File: config.mk
export PLATFORM = sky130hd
export DESIGN_NAME = skid_stage_2e
export DESIGN_NICKNAME = d
export VERILOG_FILES = /design/src/rtl/skid_pkg.sv /design/src/rtl/skid_entry_reg.sv /design/src/rtl/skid_stage_2e.sv
export SDC_FILE = /design/constraint.sdc
export NUM_CORES = 1
export LEC_CHECK = 0
export ABC_AREA = 1
export BUFFER_PORTS_ARGS = -buffer_cell sky130_fd_sc_hd__buf_2
export CAP_MARGIN = 25
export CORE_AREA = 2 2 98 100
export CTS_CLUSTER_DIAMETER = 50
export DETAILED_ROUTE_END_ITERATION = 10
export DIE_AREA = 0 0 100 102
export PLACE_DENSITY_LB_ADDON = 0.2
export SYNTH_ARGS = -nofsm -noshare
export SYNTH_HDL_FRONTEND = slang
export SYNTH_SLANG_ARGS = --single-unit
File: constraint.sdc
create_clock -name clk_i -period 1.8 [get_ports clk_i]
set_input_delay 0.36 -clock clk_i [delete_from_list [all_inputs] [get_ports clk_i]]
set_output_delay 0.36 -clock clk_i [all_outputs]
set_load 0.01 [all_outputs]
File: src/rtl/skid_pkg.sv
// Shared types and default widths for the two-entry skid buffer.
package skid_pkg;

  typedef enum logic [1:0] {
    S_EMPTY = 2'd0,
    S_ONE   = 2'd1,
    S_FULL  = 2'd2
  } skid_state_e;

  localparam int DW_DEF = 32;
  localparam int TW_DEF = 10;
  localparam int CW_DEF = 16;

endpackage

File: src/rtl/skid_entry_reg.sv
// Enabled payload register with asynchronous active-low clear; one per buffer slot.
module skid_entry_reg #(
  parameter int W = 42
) (
  input  logic         clk_i,
  input  logic         rst_ni,
  input  logic         en_i,
  input  logic [W-1:0] d_i,
  output logic [W-1:0] q_o
);

  logic [W-1:0] data_q;

  always_ff @(posedge clk_i or negedge rst_ni) begin
    if (!rst_ni) begin
      data_q <= '0;
    end else if (en_i) begin
      data_q <= d_i;
    end
  end

  assign q_o = data_q;

endmodule

File: src/rtl/skid_stage_2e.sv
// Two-entry valid/ready skid buffer with transfer counter.
// Build option SKID_PARITY_EN adds upstream even-parity checking with a sticky error flag.
module skid_stage_2e
  import skid_pkg::*;
#(
  parameter int DW = DW_DEF,
  parameter int TW = TW_DEF,
  parameter int CW = CW_DEF
) (
  input  logic          clk_i,
  input  logic          rst_ni,
  input  logic          in_valid_i,
  input  logic [DW-1:0] in_data_i,
  input  logic [TW-1:0] in_tag_i,
  input  logic          out_ready_i,
  input  logic          flush_i,
`ifdef SKID_PARITY_EN
  input  logic          parity_i,
  output logic          parity_err_o,
`endif
  output logic          in_ready_o,
  output logic          out_valid_o,
  output logic [DW-1:0] out_data_o,
  output logic [TW-1:0] out_tag_o,
  output logic [1:0]    occupancy_o,
  output logic [CW-1:0] xfer_count_o
);

  // Handshake: a beat moves when valid and ready are both high at a rising
  // edge; the sender holds data stable while valid is high and ready is low.
  localparam int EW = DW + TW;

  skid_state_e   state_q, state_d;
  logic          in_ready_q, out_valid_q;
  logic [CW-1:0] cnt_q;
  logic [EW-1:0] in_entry, head_d, head_q, tail_q;
  logic          head_en, tail_en, cnt_en;
  logic          accept, deliver;

  assign in_entry = {in_tag_i, in_data_i};
  assign accept   = in_valid_i & in_ready_q;
  assign deliver  = out_valid_q & out_ready_i;

  always_comb begin
    state_d = state_q;
    head_d  = in_entry;
    head_en = 1'b0;
    tail_en = 1'b0;
    cnt_en  = 1'b0;
    if (flush_i) begin
      state_d = S_EMPTY;
    end else begin
      cnt_en = deliver;
      case (state_q)
        S_EMPTY: begin
          if (accept) begin
            state_d = S_ONE;
            head_en = 1'b1;
          end
        end
        S_ONE: begin
          if (accept && deliver) begin
            head_en = 1'b1;
          end else if (accept) begin
            state_d = S_FULL;
            tail_en = 1'b1;
          end else if (deliver) begin
            state_d = S_EMPTY;
          end
        end
        S_FULL: begin
          if (deliver) begin
            state_d = S_ONE;
            head_d  = tail_q;
            head_en = 1'b1;
          end
        end
        default: state_d = S_EMPTY;
      endcase
    end
  end

  // Ready/valid are flopped from the next state so both leave the block registered.
  always_ff @(posedge clk_i or negedge rst_ni) begin
    if (!rst_ni) begin
      state_q     <= S_EMPTY;
      in_ready_q  <= 1'b1;
      out_valid_q <= 1'b0;
      cnt_q       <= '0;
    end else begin
      state_q     <= state_d;
      in_ready_q  <= (state_d != S_FULL);
      out_valid_q <= (state_d != S_EMPTY);
      if (cnt_en) begin
        cnt_q <= cnt_q + 1'b1;
      end
    end
  end

  skid_entry_reg #(.W(EW)) u_head (
    .clk_i  (clk_i),
    .rst_ni (rst_ni),
    .en_i   (head_en),
    .d_i    (head_d),
    .q_o    (head_q)
  );

  skid_entry_reg #(.W(EW)) u_tail (
    .clk_i  (clk_i),
    .rst_ni (rst_ni),
    .en_i   (tail_en),
    .d_i    (in_entry),
    .q_o    (tail_q)
  );

`ifdef SKID_PARITY_EN
  logic par_err_q;

  // Flush wins over a same-cycle bad-parity accept.
  always_ff @(posedge clk_i or negedge rst_ni) begin
    if (!rst_ni) begin
      par_err_q <= 1'b0;
    end else if (flush_i) begin
      par_err_q <= 1'b0;
    end else if (accept && (^{parity_i, in_tag_i, in_data_i})) begin
      par_err_q <= 1'b1;
    end
  end

  assign parity_err_o = par_err_q;
`endif

  assign in_ready_o   = in_ready_q;
  assign out_valid_o  = out_valid_q;
  assign out_data_o   = head_q[DW-1:0];
  assign out_tag_o    = head_q[EW-1:DW];
  assign occupancy_o  = state_q;
  assign xfer_count_o = cnt_q;

endmodule
# Word-level counts from Yosys, hierarchy flattened
# Index checks and enable logic that the tools add are counted.
[totals]
output_inout_bits = 62
reg_bits = 104
[op_classes]
n_mux = 19
reduce_logical = 3
eq_ne = 3
bitwise = 2
n_addsub = 1
[ops]
columns = ["operator", "count"]
rows = [
  ["$mux W42", 3],
  ["$add A16 B1 Y16 const B", 1],
  ["$mux W2", 6],
  ["$mux W1", 8],
  ["$pmux W2 S3", 1],
  ["$pmux W1 S3", 1],
  ["$and A1 B1 Y1", 2],
  ["$eq A2 B1 Y1 const B", 1],
  ["$eq A2 B2 Y1 const B", 1],
  ["$logic_not A2 Y1", 1],
  ["$ne A2 B2 Y1 const B", 1],
  ["$reduce_bool A2 Y1", 1],
  ["$logic_and A1 B1 Y1", 1],
]

# Longest topological paths before layout
# Gate-level depths: netlist (run 1).
[logic_depth]
word_depth = 7
ltp_mapped = 10
ltp_nobuf = 8

# By module
# Synthesis (run 1) repeated with hierarchy kept, for this count alone.
[hier_totals]
cells_unflattened = 531
hier_area_um2 = 4855.9
[by_module_without_submodules]
columns = ["mod", "instances", "area_each_um2", "cells_per_inst"]
rows = [
  ["skid_entry_reg", 2, 1654.1, 178],
  ["skid_stage_2e", 1, 1547.7, 175],
]

# Worst setup path after synthesis (run 1)
# No wires, ideal clock.
[synth_path]
path_type = "register to register"
startpoint = "register in_ready_q (netlist: in_ready_o)"
endpoint = "register u_head.data_q[0] (netlist: u_head.q_o[0])"
t_arrival_ns = 1.353
setup_slack_ns = 0.330
required_ns = 1.683
setup_time_ns = 0.117
stages_incl_launch_ff = 9
path_cell_list = "dfstp_2 -> nand2_1 -> nor2_1 -> a21oi_2 -> nor2_4 -> inv_2 -> buf_4 -> nand2_1 -> nand2_1"
[synth_via]
elab_chain_len = 5
elab_cells_between_ends = 6
classes_between = "mux: 4; bitwise: 1; reduce/logical: 1"
[synth_lines]
columns = ["element", "line", "source"]
rows = [
  ["start, declared", "skid_stage_2e.sv:34", "logic in_ready_q, out_valid_q;"],
  ["start signal, assigned", "skid_stage_2e.sv:92", "in_ready_q <= (state_d != S_FULL);"],
  ["$and A1 B1 Y1 (*)", "skid_stage_2e.sv:41", "assign accept = in_valid_i & in_ready_q;"],
  ["$logic_and A1 B1 Y1", "skid_stage_2e.sv:62", "if (accept && deliver) begin"],
  ["$mux W1", "skid_stage_2e.sv:62", ""],
  ["$pmux W1 S3 (*)", "skid_stage_2e.sv:54", "case (state_q)"],
  ["$mux W1 (*)", "skid_stage_2e.sv:50", "if (flush_i) begin"],
  ["end signal, assigned", "skid_entry_reg.sv:18", "data_q <= d_i;"],
  ["end, declared", "skid_entry_reg.sv:12", "logic [W-1:0] data_q;"],
]
# Every way passes the cells marked *; elsewhere a longest branch is shown, timed or not.
# A chain may end at the register's enable or synchronous reset.

# Worst setup path after layout (run 1)
[layout_path]
startpoint = "register in_ready_q (netlist: in_ready_o)"
endpoint = "register u_head.data_q[26] (netlist: u_head.q_o[26])"
# Same word-level chain as after synthesis.

==> impl_metrics.env, run 1 <==
export IMPL_status="complete, no violations"
export IMPL_fp_dieH_um=102
export IMPL_pin_count=109
export IMPL_required_ns=2.04
export IMPL_overflow=0
export IMPL_yosys_warnings=0
export IMPL_cts_root_buf="clkbuf_8"
export IMPL_hold_viol_final=0
export IMPL_grt_pass1_vias=3941
export IMPL_cp_cell_sequence="nand2_1 -> nor2_1 -> a21oi_2 -> nor2_4 -> inv_4 -> nand2_1 -> nand2_1"
export IMPL_power_density_nw_per_um2=1130
export IMPL_antenna_cells=0
export IMPL_critical_path_class="reg -> reg"
export IMPL_dieWidth_um=100
export IMPL_power_uw=6430
export IMPL_switching_share_pct=33.6
export IMPL_first_iter_violations=109
export IMPL_slew_violations=0
export IMPL_cp_max_fo=44
export IMPL_routed_wl_mm=10.0
export IMPL_hold_class="in -> reg"
export IMPL_syn_to_final_growth_pct=17.2
export IMPL_p_leak_uw=0.00321
export IMPL_cp_end_kind="flop"
export IMPL_critPathTopFamily="simple AND/OR/NAND/NOR gates"
export IMPL_n_fill_cell=820
export IMPL_rows=35
export IMPL_ys_types=25
export IMPL_p_comb_share_pct=24.4
export IMPL_min_from="in_tag_i[0]"
export IMPL_cp_common_cell="nand2_1"
export IMPL_worstPathArrival_ns=1.85
export IMPL_post_cts_setup_buffers=0
export IMPL_fin_area_um2=5700
export IMPL_grt_use_total_pct=21.0
export IMPL_p_clk_share_pct=21.6
export IMPL_vias=3998
export IMPL_core_um2=9110
export IMPL_crit_path_start_kind="flop"
export IMPL_gp_congestion=0.807
export IMPL_p_sw_uw=2160
export IMPL_placed_area_um2=5500
export IMPL_register_area_um2=2600
export IMPL_dieArea_um2=10200
export IMPL_drive_above_1_share_pct=26.2
export IMPL_dp_hpwl_mm=6.83
export IMPL_relSlewSlack_pct=68.9
export IMPL_hold_depth=3
export IMPL_grt_pass1_wl_mm=17.4
export IMPL_seqPwrFrac_pct=54.0
export IMPL_start_util_pct=53.4
export IMPL_synth_nets=635
export IMPL_critical_path_slowest_cell="dfstp_2"
export IMPL_cts_buffer_depth=2
export IMPL_crit_buf_inv=1
export IMPL_fmax_mhz=621
export IMPL_postLayoutCoreUtil_pct=62.5
export IMPL_rsz0062_at_grt="false"
export IMPL_vias_per_cell=4.97
export IMPL_first_pass_iters=4
export IMPL_slowest_delay_ns=0.55
export IMPL_drtAntennaViolNets=0
export IMPL_htree_num_levels=3
export IMPL_synthesis_area_um2=4860
export IMPL_reg2reg_depth=7
export IMPL_port_buffers=108
export IMPL_worst_r2r_endpoint="u_head.q_o[26]"
export IMPL_wl_per_cell_um=12.4
export IMPL_period_share_pct=89.5
export IMPL_avgSynthCellArea_um2=8.28
export IMPL_cap_violations=0
export IMPL_regToRegSetupSlack_ns=0.19
export IMPL_ys_seq_area_share_pct=53.6
export IMPL_clock_skew_ns=0.0129
export IMPL_final_setup_viol_count=0
export IMPL_vdd_drop_max_mv=0.627
export IMPL_antenna_found_initial=0
export IMPL_cts_sinks=104
export IMPL_multiInputGateArea_um2=1850
export IMPL_cts_buffers=9
export IMPL_ys_ff_latch=104
export IMPL_drc=0
export IMPL_worstMarginPinSlew_ns=0.466
export IMPL_insertion_delay_ns=0.35
export IMPL_internal_power_uw=4270
export IMPL_r2r_start="in_ready_o"
export IMPL_nets=737
export IMPL_clk_pin_slew_ns=0.11
export IMPL_grt_max_degree=85
export IMPL_synth_cells=587
export IMPL_cts_tree="done"
export IMPL_min_period_ns=1.61
export IMPL_min_to="u_tail.q_o[32]"
==> metrics by stage <==
stage	hold WS [ns]	std cells	TNS [ns]	setup WS, ns
after detailed placement	0.338	788	-0.233	-0.0331
after floorplan	0.0644	587	0	0.330
after global placement	0.333	788	0	0.0291
final	0.263	805	0	0.189
after global routing	0.245	805	0	0.0327
after CTS	0.246	805	0	0.00551
==> worst min-delay path: cells and delay by family <==
family                 cells  cell delay (ns)
AO/OA/AOI/OAI              1             0.10
buffers and inverters      1             0.08
AND/OR/NAND/NOR            1             0.04
==> synth_stat cells, drive strengths merged <==
cell type / number / share of area, %
nand2: 222 / 17
dfrtp: 103 / 53
nor2: 62 / 5.8
inv: 60 / 4.6
o21ai: 46 / 4.7
a21oi: 45 / 6.8
buf: 23 / 3.6
nand3: 7 / 0.82
nand4: 4 / 0.51
xnor2: 4 / 0.72
clkbuf: 3 / 0.23
xor2: 3 / 0.54
nand3b: 2 / 0.31
a31oi: 1 / 0.13
dfstp: 1 / 0.54
ha: 1 / 0.26
==> worst max path at each step <==
| stage | startpoint | end | depth (start not counted) |
|---|---|---|---|
| final | in_ready_o | u_head.q_o[26] | 7 |
| after global routing | in_ready_o | u_head.q_o[16] | 7 |
| after CTS | out_valid_o | u_head.q_o[16] | 7 |
| after detailed placement | out_ready_i | out_valid_o | 7 |
| after global placement | out_ready_i | out_valid_o | 7 |
| after floorplan | in_ready_o | u_head.q_o[0] | 8 |
==> repair_timing <==
action,4_1_cts,5_1_grt
hold endpoints to repair,28,0
hold buffers,1,0
setup endpoints to repair,0,44
resized for setup,0,2
==> layout by cell type, fill, tap and decap left out, types with 3 or more instances in the layout <==
cell type and count:
nand2_1 219, buf_2 107, dfrtp_1 103, inv_1 57
nor2_1 48, o21ai_0 41, a21oi_2 28, a21oi_1 17
nor2_2 11, clkbuf_8 10, nand3_1 6, buf_12 6
o21ai_1 5, nand4_1 4, xnor2_1 4, nor2_4 3
xor2_1 3, inv_6 3, buf_4 3
==> state kept, by name, indices dropped and copies added (netlist names) <==
signal        count
out_valid_o       1
u_head.q_o       42
xfer_count_o     16
in_ready_o        1
occupancy_o       2
u_tail.q_o       42
==> layer usage <==
layer,GRT usage (%),wire length (um)
met1,27.3,4690
met2,35.5,4720
met3,4.24,472
met4,7.69,126
met5,0,0
==> power by group through the flow <==
stage               logic (uW)  clock network [uW]  registers, uW
finish                    1570                1390           3470
global route              1820                1530           3560
CTS                       1600                1440           3470
detailed placement        1590                   0           3520
global placement          1530                   0           3490
floorplan                  816                   0           3610
==> layout make-up <==
type	count	area share (%)
Sequential cell	104	45.7
Inverter	60	4.00
Clock inverter	6	0.901
Clock buffer	10	2.42
Tap cell	111	2.44
Multi-Input combinational cell	397	32.5
Timing Repair Buffer	117	12.1
==> cells by family after synthesis <==
kind of cell | synth area share [%]
DFF | 53.6
AOI/OAI and AO/OA | 11.7
and+or+nand+nor | 24.8
buffers and inverters | 8.49
xor gates and xnor gates | 1.26
adders and majority gates | 0.257
Note: power is estimated with default switching activity, not from simulation.
==> run 2, diff against run 1 <==
Settings changed: PLACE_DENSITY set to 0.79, PLACE_DENSITY_LB_ADDON 0.2 to unset.
==> run 2 against run 1 <==
Non-clock buffer count up 3. Clock power down 5%. Final cell count up 0.37%. Design area barely moved. Combinational power hardly changed. Die area unchanged. First-iteration DRC count up 55%. Largest cell class unchanged.
==> impl_metrics.env, run 2 (synthesis gave the netlist of run 1 again) <==
export IMPL_cts_buffer_depth=2
export IMPL_power_density_nw_per_um2=1120
export IMPL_tns_ns=0
export IMPL_grt_max_degree=85
export IMPL_clk_pin_slew_ns=0.10
export IMPL_cap_violations=0
export IMPL_overflow=0
export IMPL_wl_per_cell_um=12.3
export IMPL_stdcell_count=808
export IMPL_start_util_pct=53.4
export IMPL_cts_sinks=104
export IMPL_vias=4030
export IMPL_rsz0062_at_grt="false"
export IMPL_core_um2=9110
export IMPL_drc=0
export IMPL_hold_class="in -> reg"
export IMPL_status="complete, no violations"
export IMPL_period_share_pct=89.0
export IMPL_insertion_delay_ns=0.35
export IMPL_final_setup_viol_count=0
export IMPL_fp_dieH_um=102
export IMPL_n_fill_cell=795
export IMPL_fin_area_um2=5700
export IMPL_crit_path_start_kind="flop"
export IMPL_slew_violations=0
export IMPL_grt_pass1_vias=3849
export IMPL_grt_pass1_wl_mm=17.1
export IMPL_drtAntennaViolNets=0
export IMPL_dieArea_um2=10200
export IMPL_relSlewSlack_pct=78.7
export IMPL_hold_viol_final=0
export IMPL_worstMarginPinSlew_ns=0.319
export IMPL_pin_count=109
export IMPL_vias_per_cell=4.99
export IMPL_internal_power_uw=4260
export IMPL_p_clk_share_pct=20.7
export IMPL_required_ns=2.09
export IMPL_cts_tree="done"
export IMPL_critical_path_class="reg -> reg"
export IMPL_register_area_um2=2600
export IMPL_cp_end_kind="flop"
export IMPL_worstPathArrival_ns=1.89
export IMPL_p_leak_uw=0.00322
export IMPL_first_pass_iters=4
export IMPL_vdd_drop_max_mv=0.517
export IMPL_power_uw=6370
export IMPL_antenna_cells=0
export IMPL_routed_wl_mm=9.92
export IMPL_mostFrequentLayoutCells="nand2_1 (219), buf_2 (107), dfrtp_1 (103)"
export IMPL_grt_use_total_pct=20.9
export IMPL_first_iter_violations=169
export IMPL_syn_to_final_growth_pct=17.3
export IMPL_drive_above_1_share_pct=26.4
export IMPL_htree_num_levels=3
export IMPL_nets=740
export IMPL_port_buffers=108
export IMPL_seqPwrFrac_pct=54.3
export IMPL_gp_congestion=0.810
export IMPL_clock_skew_ns=0.0108
export IMPL_min_period_ns=1.60
export IMPL_cp_max_fo=24
export IMPL_p_sw_uw=2110
export IMPL_postLayoutCoreUtil_pct=62.6
export IMPL_place_inst=791
export IMPL_dieWidth_um=100
export IMPL_multiInputGateArea_um2=1850
export IMPL_cts_resized=0
export IMPL_rows=35
export IMPL_antenna_found_initial=0
export IMPL_fmax_mhz=624
export IMPL_final_common_cell="nand2_1"
export IMPL_dp_hpwl_mm=7.03
export IMPL_p_comb_share_pct=25.0
export IMPL_switching_share_pct=33.2
export IMPL_cts_root_buf="clkbuf_8"
export IMPL_cts_buffers=9
export IMPL_placed_area_um2=5520
run 2: cell count changes in the layout (fill, tap and decap cells not counted):
cell / before / now
buf_4: 3 / 6
clkbuf_1: 0 / 1
clkinv_2: 0 / 2
clkinv_4: 2 / 0
clkinvlp_4: 1 / 3
inv_2: 2 / 3
inv_4: 1 / 0
inv_6: 3 / 0
run 2: final cells by class:
class | count | share of cell area (%)
Tap cell | 111 | 2.44
Inverter | 60 | 3.95
Timing Repair Buffer | 120 | 12.5
Clock buffer | 11 | 2.48
Sequential cell | 104 | 45.7
Clock inverter | 5 | 0.571
Multi-Input combinational cell | 397 | 32.4
run 2: timing repair:
item,4_1_cts,5_1_grt
hold endpoints to repair,50,0
hold buffers,1,0
buffers inserted,0,0
run 2: worst paths after layout:
check	start	end	slack, ns	depth (start not counted)
min	in_tag_i[5]	u_tail.q_o[37]	0.26	3
min reg2reg	u_head.q_o[4]	u_head.q_o[4]	0.47	2
max	in_ready_o	u_head.q_o[32]	0.20	7
max in group asynchronous	rst_ni	u_tail.q_o[38]	0.97	3
max reg2reg	in_ready_o	u_head.q_o[32]	0.20	7
min in group asynchronous	rst_ni	xfer_count_o[6]	0.54	3
run 2: metal layers:
metal,vias up,global-route usage [%],wire [um]
met5,-,0,0
met4,0,6.74,57
met3,6,3.69,423
met2,101,35.7,5000
met1,1904,27.3,4440
li1,2019,-,-
run 2: power by group through the flow:
stage	registers, uW	logic [uW]	clock network, uW
2_1_floorplan	3610	816	0
3_3_place_gp	3470	1560	0
3_5_place_dp	3510	1620	0
4_1_cts	3460	1630	1370
5_1_grt	3560	1850	1450
6_report	3460	1600	1320
run 2: stage by stage:
| step | worst slack, ns | hold WS (ns) |
|---|---|---|
| final | 0.198 | 0.265 |
| after global routing | 0.0239 | 0.272 |
| after CTS | 0.176 | 0.244 |
| after detailed placement | 0.198 | 0.374 |
| after global placement | 0.279 | 0.370 |
| after floorplan | 0.330 | 0.0644 |
run 2: worst max-delay path, cell delays in order (launching register included):
cell	delay (ns)
dfstp_2	0.54
nand2_1	0.06
nor2_1	0.24
a21oi_2	0.11
nor2_4	0.12
buf_4	0.28
nand2_1	0.10
nand2_1	0.08
